[src/rtl/wb_rr_arbiter_pkg.sv]
// rtl/wb_rr_arbiter_pkg.sv - Wishbone bundle layout and arbiter state encodings
package wb_rr_arbiter_pkg;

  localparam int WB_ADR_W = 16;
  localparam int WB_DAT_W = 32;

  // Master-to-slave bundle: {dat, adr, sel, we, stb, cyc}
  localparam int WB_CYC         = 0;
  localparam int WB_STB         = 1;
  localparam int WB_WE          = 2;
  localparam int WB_SEL_LSB     = 3;
  localparam int WB_ADR_LSB     = 7;
  localparam int WB_M2S_DAT_LSB = WB_ADR_LSB + WB_ADR_W;
  localparam int WB_M2S_W       = WB_M2S_DAT_LSB + WB_DAT_W;

  // Slave-to-master bundle: {dat, err, ack}
  localparam int WB_ACK         = 0;
  localparam int WB_ERR         = 1;
  localparam int WB_S2M_DAT_LSB = 2;
  localparam int WB_S2M_W       = WB_S2M_DAT_LSB + WB_DAT_W;

  // Synthesised abort response: err only, no ack, zero data
  localparam logic [WB_S2M_W-1:0] WB_S2M_ERR_ONLY = WB_S2M_W'(1) << WB_ERR;

  typedef enum logic [1:0] {
    RR_ST_IDLE   = 2'd0,
    RR_ST_ACTIVE = 2'd1,
    RR_ST_ABORT  = 2'd2,
    RR_ST_DRAIN  = 2'd3
  } rr_state_e;

endpackage

[src/rtl/wb_rr_arbiter_pick.sv]
// rtl/wb_rr_arbiter_pick.sv - round-robin picker searching from ptr+1 with wrap
module wb_rr_pick #(
  parameter int NM    = 4,
  parameter int PTR_W = 2
) (
  input  logic [NM-1:0]    req,
  input  logic [PTR_W-1:0] ptr,
  output logic [NM-1:0]    gnt,
  output logic             valid
);

  // First requester after the last granted index wins; at most one bit set
  always_comb begin
    gnt   = '0;
    valid = 1'b0;
    for (int i = 1; i <= NM; i++) begin
      logic [PTR_W-1:0] idx;
      idx = PTR_W'((int'(ptr) + i) % NM);
      if (!valid && req[idx]) begin
        gnt[idx] = 1'b1;
        valid    = 1'b1;
      end
    end
  end

endmodule

[src/rtl/wb_rr_arbiter.sv]
// rtl/wb_rr_arbiter.sv - round-robin Wishbone arbiter with stall watchdog
module wb_rr_arbiter
  import wb_rr_arbiter_pkg::*;
#(
  parameter int NM          = 4,
  parameter int TIMEOUT_CYC = 255,
  parameter int CNT_W       = 8
) (
  input  logic                     i_clk,
  input  logic                     i_rstn,
  input  logic [NM*WB_M2S_W-1:0]   i_m2s_wb,
  output logic [NM*WB_S2M_W-1:0]   o_s2m_wb,
  output logic [WB_M2S_W-1:0]      o_m2s_wb,
  input  logic [WB_S2M_W-1:0]      i_s2m_wb,
  output logic [NM-1:0]            o_grant,
  output logic                     o_timeout
);

  localparam int PTR_W = (NM > 1) ? $clog2(NM) : 1;
  localparam bit WD_EN = (TIMEOUT_CYC != 0);
  localparam logic [CNT_W-1:0] CNT_LAST = CNT_W'((TIMEOUT_CYC > 0) ? TIMEOUT_CYC - 1 : 0);
  localparam logic [CNT_W-1:0] CNT_SAT  = CNT_W'(TIMEOUT_CYC);

  rr_state_e         state_q;
  logic [NM-1:0]     grant_q;
  logic [PTR_W-1:0]  ptr_q;
  logic [CNT_W-1:0]  cnt_q;
  logic              timeout_q;

  logic [NM-1:0]     req;
  logic [NM-1:0]     pick_gnt;
  logic              pick_valid;
  logic [PTR_W-1:0]  pick_idx;
  logic [WB_M2S_W-1:0] g_m2s;
  logic              g_stalled;

  // Collect every master's cyc as the arbitration request vector
  always_comb begin
    req = '0;
    for (int k = 0; k < NM; k++) begin
      req[k] = i_m2s_wb[k*WB_M2S_W + WB_CYC];
    end
  end

  wb_rr_pick #(.NM(NM), .PTR_W(PTR_W)) u_pick (
    .req   (req),
    .ptr   (ptr_q),
    .gnt   (pick_gnt),
    .valid (pick_valid)
  );

  // Encode the picked one-hot grant so it can become the new pointer
  always_comb begin
    pick_idx = '0;
    for (int k = 0; k < NM; k++) begin
      if (pick_gnt[k]) pick_idx = PTR_W'(k);
    end
  end

  // Select the granted master's request bundle
  always_comb begin
    g_m2s = '0;
    for (int k = 0; k < NM; k++) begin
      if (grant_q[k]) g_m2s = i_m2s_wb[k*WB_M2S_W +: WB_M2S_W];
    end
  end

  assign g_stalled = g_m2s[WB_STB] & ~i_s2m_wb[WB_ACK] & ~i_s2m_wb[WB_ERR];

  // Arbitration FSM with grant, pointer, watchdog and timeout pulse registers
  always_ff @(posedge i_clk or negedge i_rstn) begin
    if (!i_rstn) begin
      state_q   <= RR_ST_IDLE;
      grant_q   <= '0;
      ptr_q     <= PTR_W'(NM - 1);
      cnt_q     <= '0;
      timeout_q <= 1'b0;
    end else begin
      timeout_q <= 1'b0;
      case (state_q)
        RR_ST_IDLE: begin
          cnt_q <= '0;
          if (pick_valid) begin
            grant_q <= pick_gnt;
            ptr_q   <= pick_idx;
            state_q <= RR_ST_ACTIVE;
          end
        end
        RR_ST_ACTIVE: begin
          if (!g_m2s[WB_CYC]) begin
            // Release wins over a simultaneous watchdog threshold
            state_q <= RR_ST_IDLE;
            grant_q <= '0;
            cnt_q   <= '0;
          end else if (g_stalled) begin
            if (WD_EN && cnt_q == CNT_LAST) begin
              state_q   <= RR_ST_ABORT;
              timeout_q <= 1'b1;
              cnt_q     <= '0;
            end else if (cnt_q != CNT_SAT) begin
              cnt_q <= cnt_q + CNT_W'(1);
            end
          end else begin
            // ack, err or stb low all restart the stall count
            cnt_q <= '0;
          end
        end
        RR_ST_ABORT: begin
          state_q <= RR_ST_DRAIN;
        end
        RR_ST_DRAIN: begin
          if (!g_m2s[WB_CYC]) begin
            state_q <= RR_ST_IDLE;
            grant_q <= '0;
          end
        end
        default: begin
          state_q <= RR_ST_IDLE;
          grant_q <= '0;
        end
      endcase
    end
  end

  // Route the granted bundle to the slave and its response back; abort forces err
  always_comb begin
    o_m2s_wb = '0;
    o_s2m_wb = '0;
    if (state_q == RR_ST_ACTIVE) o_m2s_wb = g_m2s;
    for (int k = 0; k < NM; k++) begin
      if (grant_q[k]) begin
        if (state_q == RR_ST_ACTIVE) begin
          o_s2m_wb[k*WB_S2M_W +: WB_S2M_W] = i_s2m_wb;
        end else if (state_q == RR_ST_ABORT) begin
          o_s2m_wb[k*WB_S2M_W +: WB_S2M_W] = WB_S2M_ERR_ONLY;
        end
      end
    end
  end

  assign o_grant   = grant_q;
  assign o_timeout = timeout_q;

endmodule

[config.mk]
export PLATFORM = sky130hd
export DESIGN_NAME = wb_rr_arbiter
export DESIGN_NICKNAME = d
export VERILOG_FILES = /design/src/rtl/wb_rr_arbiter_pkg.sv /design/src/rtl/wb_rr_arbiter_pick.sv /design/src/rtl/wb_rr_arbiter.sv
export SDC_FILE = /design/constraint.sdc
export NUM_CORES = 1
export LEC_CHECK = 0
export ABC_AREA = 1
export CORE_AREA = 2 2 175 177
export CTS_BUF_LIST = sky130_fd_sc_hd__clkbuf_16
export CTS_CLUSTER_DIAMETER = 200
export DETAILED_ROUTE_END_ITERATION = 10
export DIE_AREA = 0 0 177 179
export GPL_TIMING_DRIVEN = 0
export PLACE_DENSITY = 0.46
export REMOVE_ABC_BUFFERS = 1
export SLEW_MARGIN = 20
export SYNTH_ARGS = -nofsm -noshare
export SYNTH_HDL_FRONTEND = slang
export SYNTH_SLANG_ARGS = --single-unit
export TNS_END_PERCENT = 5
[constraint.sdc]
create_clock -name i_clk -period 3.1 [get_ports i_clk]
set_clock_uncertainty 0.15 [all_clocks]
set_input_delay 0.62 -clock i_clk [delete_from_list [all_inputs] [get_ports i_clk]]
set_output_delay 0.62 -clock i_clk [all_outputs]
set_load 0.03 [all_outputs]
# --- After elaboration in Yosys (flattened, before gate mapping) ---
# Index checks and enable logic that the tools add are counted.
# Widths: inputs -> output; s select.
totals:
  elab_cells: 110
  output_inout_bits: 196
  input_bits: 256
  ff_bits: 17
classes:
  magnitude_cmp: 8
  eq_ne: 11
  reduce_logical: 18
  n_addsub: 5
  bitwise: 7
  n_mux: 56
op_table:
  columns: ["cell", "count"]
  rows:
  - ["$mux 55", 5]
  - ["$mux 34", 5]
  - ["$mux 8", 4]
  - ["$mux 4", 6]
  - ["$mux 1", 17]
  - ["$mux 2", 8]
  - ["$pmux 8 s2", 1]
  - ["$lt 2x3->1 const B", 4]
  - ["$or 4x4->4", 3]
  - ["$add 8x1->8 const B", 1]
  - ["$bmux 1 s2", 4]
  - ["$demux 1 s2", 4]
  - ["$eq 8x8->1 const B", 1]
  - ["$ge 2x1->1 const B", 4]
  - ["$ne 8x8->1 const B", 1]
  - ["$pmux 2 s4", 1]
  - ["$pmux 4 s2", 1]
  - ["$logic_and 1x1->1", 7]
  - ["$ne 2x2->1 const B", 3]
  - ["$ne 3x3->1 const B", 2]
  - ["$ne 5x5->1 const B", 1]
  - ["$add 2x1->2 const B", 2]
  - ["$add 2x2->2 const B", 2]
  - ["$eq 2x2->1 const B", 2]
  - ["other kinds (10)", 16]

# --- Longest topological paths before layout ---
depth:
  word_depth: 16
  depth_mapped: 12

# --- Hierarchy ---
# Synthesis repeated with hierarchy kept, for this count alone.
hier_totals:
  cells_unflattened: 786
  hier_area_um2: 3996.3
by_module_without_submodules:
  columns: ["mod", "area_per_inst_um2", "cells_each", "n_inst"]
  rows:
  - ["wb_rr_arbiter", 3544.6, 706, 1]
  - ["wb_rr_pick", 451.7, 80, 1]

# --- Worst setup path after synthesis ---
# No wires, ideal clock.
synth_path:
  path_kind: "register to output"
  start: "reg grant_q[0] (netlist: o_grant[0])"
  end: "out o_m2s_wb[49]"
  stages_incl_launch_ff: 8
  required_ns: 2.330
  path_slack_ns: 0.483
  path_buffers: 1
  t_arrival_ns: 1.847
  path_cell_list: "dfrtp_1 > inv_2 > nor2_4 > clkbuf_1 > a22oi_1 > nand2_1 > o21ai_0 > a21oi_1"
synth_between:
  elab_chain_len: 5
synth_lines:
  columns: ["element", "line_no", "text"]
  rows:
  - ["start: declaration", "wb_rr_arbiter.sv:25", "logic [NM-1:0] grant_q;"]
  - ["start signal: assignment", "wb_rr_arbiter.sv:84", "grant_q <= pick_gnt;"]
  - ["$mux 55 (4 in a row)", "wb_rr_arbiter.sv:64", "if (grant_q[k]) g_m2s = i_m2s_wb[k*WB_M2S_W +: WB_M2S_W];"]
  - ["$mux 55", "wb_rr_arbiter.sv:129", "if (state_q == RR_ST_ACTIVE) o_m2s_wb = g_m2s;"]
  - ["end: declaration", "wb_rr_arbiter.sv:13", "output logic [WB_M2S_W-1:0] o_m2s_wb,"]
# No other way between the ends.

# --- Final worst setup path ---
layout_path:
  start: "reg grant_q[2] (netlist: o_grant[2])"
  end: "out o_m2s_wb[4]"
layout_between:
  elab_chain_len: 3
layout_lines:
  columns: ["element", "line_no"]
  rows:
  - ["$mux 55 (2 in a row)", "wb_rr_arbiter.sv:64"]
  - ["$mux 55", "wb_rr_arbiter.sv:129"]
# No other way between the ends.

==> impl_results.md <==
* Outcome: finished, final reports clean
* Num rows at 64
* Post-route clock period utilization at 98.1%
* Post-Synth XOR/XNOR Area at 1.18%
* CP arrival at 2.27 ns
* CTS tree: built
* Most common cell after layout, fill and taps aside: clkdlybuf4s50_1
* DR vias at about 6400
* Hold crit path type: flip-flop to flip-flop
* CTS max path bufs at 2
* Tightest Pin Transition at 0.820 ns
* Core area at 30000 um^2
* Most frequent cells in the layout: clkdlybuf4s50_1 (282), nor2_1 (152), nand2_1 (151)
* Mean Syn Cell Area at 5.23 um^2
* Grt ovf at 0
* Gate Count Post-Synth at roughly 710
* P per Cell Area at ~600 nW/um^2
* First-pass DRT Iterations at 4
* WL met2 at 13800 um
* Vias/cell at 4.21
* WL final at 28700 um
* DRC at 0
* Met3 WL at 2280 um
* Flop2flop setup slack at 0.59 ns
* TritonCTS Sinks at 17
* Area leader, netlist: nand2_1
* Crit-path slowest cell: dfrtp_1
* Pre-CTS setup slack at -0.357 ns
* Synth Flop Type: dfrtp_1
* Antenna violations before repair at 2
* Critical path depth in cells at 5
* DRT iter0 DRCs at 296
* Share of layout cells above drive strength 1 at 4.57%
* Count of different cell masters after synthesis at 33
* Starting Density at 12.3%
* Vias in the first global route at 5846
* Clock latency on the worst-skew pair at 0.25 ns
* Worst-path maximum fanout at 90
* Metal1 wirelength at 12400 um
* Synth Area in Adders at 3.39%
* Simple-gate share of the synthesized area at 38.9%
* Area fraction of the dominant cell type after synthesis at 15.5%
* Register Area at 433 um^2
* Avg WL per Cell at 19.0 um
* Worst vdd ir at between 300 and 400 uV
* Complex-gate fraction of the synthesized area at ~36%
* Worst slew margin at roughly 45%
* Maximum number of pins on one net before global-route repair at 96
* Synth top area cells: nand2_1 (16%), nor2_1 (16%), o21ai_0 (14%), a22oi_1 (11%), dfrtp_1 (10%)
* Minimum clock period at ~3.0 ns
* #FFs+latches synth at 17
* Setup ws final at 0.0580 ns
* Setup-failing EPs final at 0
* Mapped Area at between 3000 and 4000 um^2
* Post-synthesis mux area share at 0%
* Ys Warns at 0
* Area Overhead vs Synth at 142%
* CTS buffer count at 3
* Worst R2R Start: ptr_q[1]
* Multi-input logic area at around 3000 um^2
* Top Layer Used: met5
* Async S/R FF share, synth at 100%
* Gpl congestion at slightly above 0.8
* Buffer and inverter count on the worst path at 3
* Setup tns final at 0 ns
* Post-synth EDFFs at 0
* FMAX at 329 MHz
* Largest family of logic cells by synthesized area: simple AND/OR/NAND/NOR gates
* Die Wd at 177 um
* Crit-path max cell delay at 0.48 ns
* Crit path from: o_grant[2]
* Setup Crit Path Kind: flip-flop to output pin
* Final Max Slew Viols at 0
* Critical path destination: o_m2s_wb[4]
* R2R Path End: o_grant[2]
* Pleak at 0.00533 uW
* Startpoint types: flip-flop
* Die footprint at 31700 um^2
* IO buf count at 451
* FF-to-FF path depth at 11
* Final hold viol count at 0
* Total GRT Usage at 16.2%
* Routed Antenna Nets at 0
* CP Data Required Time at 2.33 ns
* Endpoint type of the worst setup path: output pin
* Fillers at 3390
* Hold-fix buffers, CTS at 0
* # IOs at 452
* Htree depth at 1
* RSZ-0062 raised after global routing: true
* Crit-path cells: inv_8, buf_16, o21ai_0, a21oi_1, dlygate4sd2_1
* Sequential share of the synthesized area at 11.6%
* Die Ht at 179 um
* Dpl hpwl at approximately 23000 um
* Clock Pin Slew Worst Setup and Hold Paths at 0.05 ns
* First-pass GRT wire length at 38600 um
* Final #Nets at 1383
* Root Driver: clkbuf_16
* Max cap viols at 0
* Top delay family on crit path: buffers and inverters
-- power breakdown --
group	total (uW)	leakage (uW)	switching [uW]	internal, uW
clock	267	0.0000409	94.1	173
sequential	379	0.000222	101	279
combinational	4700	0.00507	3110	1590
total	5350	0.00533	3300	2050
-- logic make-up (layout without fill, tap and decap cells) --
group,Yosys count,after routing
compound gates,235,235
flops,17,17
fa+ha+maj,10,10
xor+xnor,5,5
simple gates,355,356
other cells,0,1
buf+inv,85,493
-- flip-flops by register name, summed over array words and instances (netlist names), named ones only --
signal     count
cnt_q          8
o_grant        4
ptr_q          2
o_timeout      1
state_q        1
-- timing repair --
action                                  4_1_cts  5_1_grt
pin swaps                                     2        2
gates resized for setup                      92      113
gates cloned                                  1        0
setup buffers                                 3        0
endpoints found under the setup margin      187      132
hold endpoints to repair                      0        0
-- metrics by stage --
step	total power, uW	hold WS, ns	util (%)	instance area (um^2)	std cells
global placement	4730	0.356	28.2	8470	1497
CTS	5440	0.378	29.0	8700	1512
global route	5820	0.405	29.7	8930	1512
detailed placement	5250	0.363	28.8	8660	1504
floorplan	3070	0.174	-	3460	650
finish	5350	0.373	29.7	8930	1513
-- routing by layer --
layer  track usage (%)  vias to the layer above
li1                  -                     3209
met1              21.4                     2931
met2              27.7                      218
met3              3.84                       15
met4              1.24                        4
met5                 0                        -
-- worst min-delay path, stage by stage, from the launching register on --
cell and delay, ns:
dfrtp_1 0.37, nand2_1 0.06, o21ai_1 0.06
-- synth_stat cells (all sizes together), types with 3 or more instances --
| cell type | number |
|---|---|
| a22oi | 53 |
| nand2 | 154 |
| xor2 | 3 |
| nor3 | 4 |
| a21oi | 58 |
| nand3 | 33 |
| o21ai | 120 |
| ha | 10 |
| buf | 10 |
| clkbuf | 47 |
| inv | 28 |
| nor2 | 157 |
| dfrtp | 15 |
-- final cells by class --
class / instances / area share [%]
clock inverter: 1 / 0.0560
antenna: 1 / 0.0280
tap: 396 / 5.55
sequential: 17 / 4.85
timing repair buffer: 461 / 54.2
inverter: 28 / 1.48
clock buffer: 3 / 0.840
multi-input combinational: 606 / 33.0
-- worst min path at each step --
stage / startpoint / endpoint / depth (start not counted)
after floorplan: i_rstn / asynchronous set/reset pin / 0
after global placement: cnt_q[5] / cnt_q[5] / 2
after detailed placement: cnt_q[5] / cnt_q[5] / 2
after CTS: cnt_q[5] / cnt_q[5] / 2
after global routing: cnt_q[6] / cnt_q[6] / 2
final: cnt_q[5] / cnt_q[5] / 2
(Power assumes the default switching activity.)
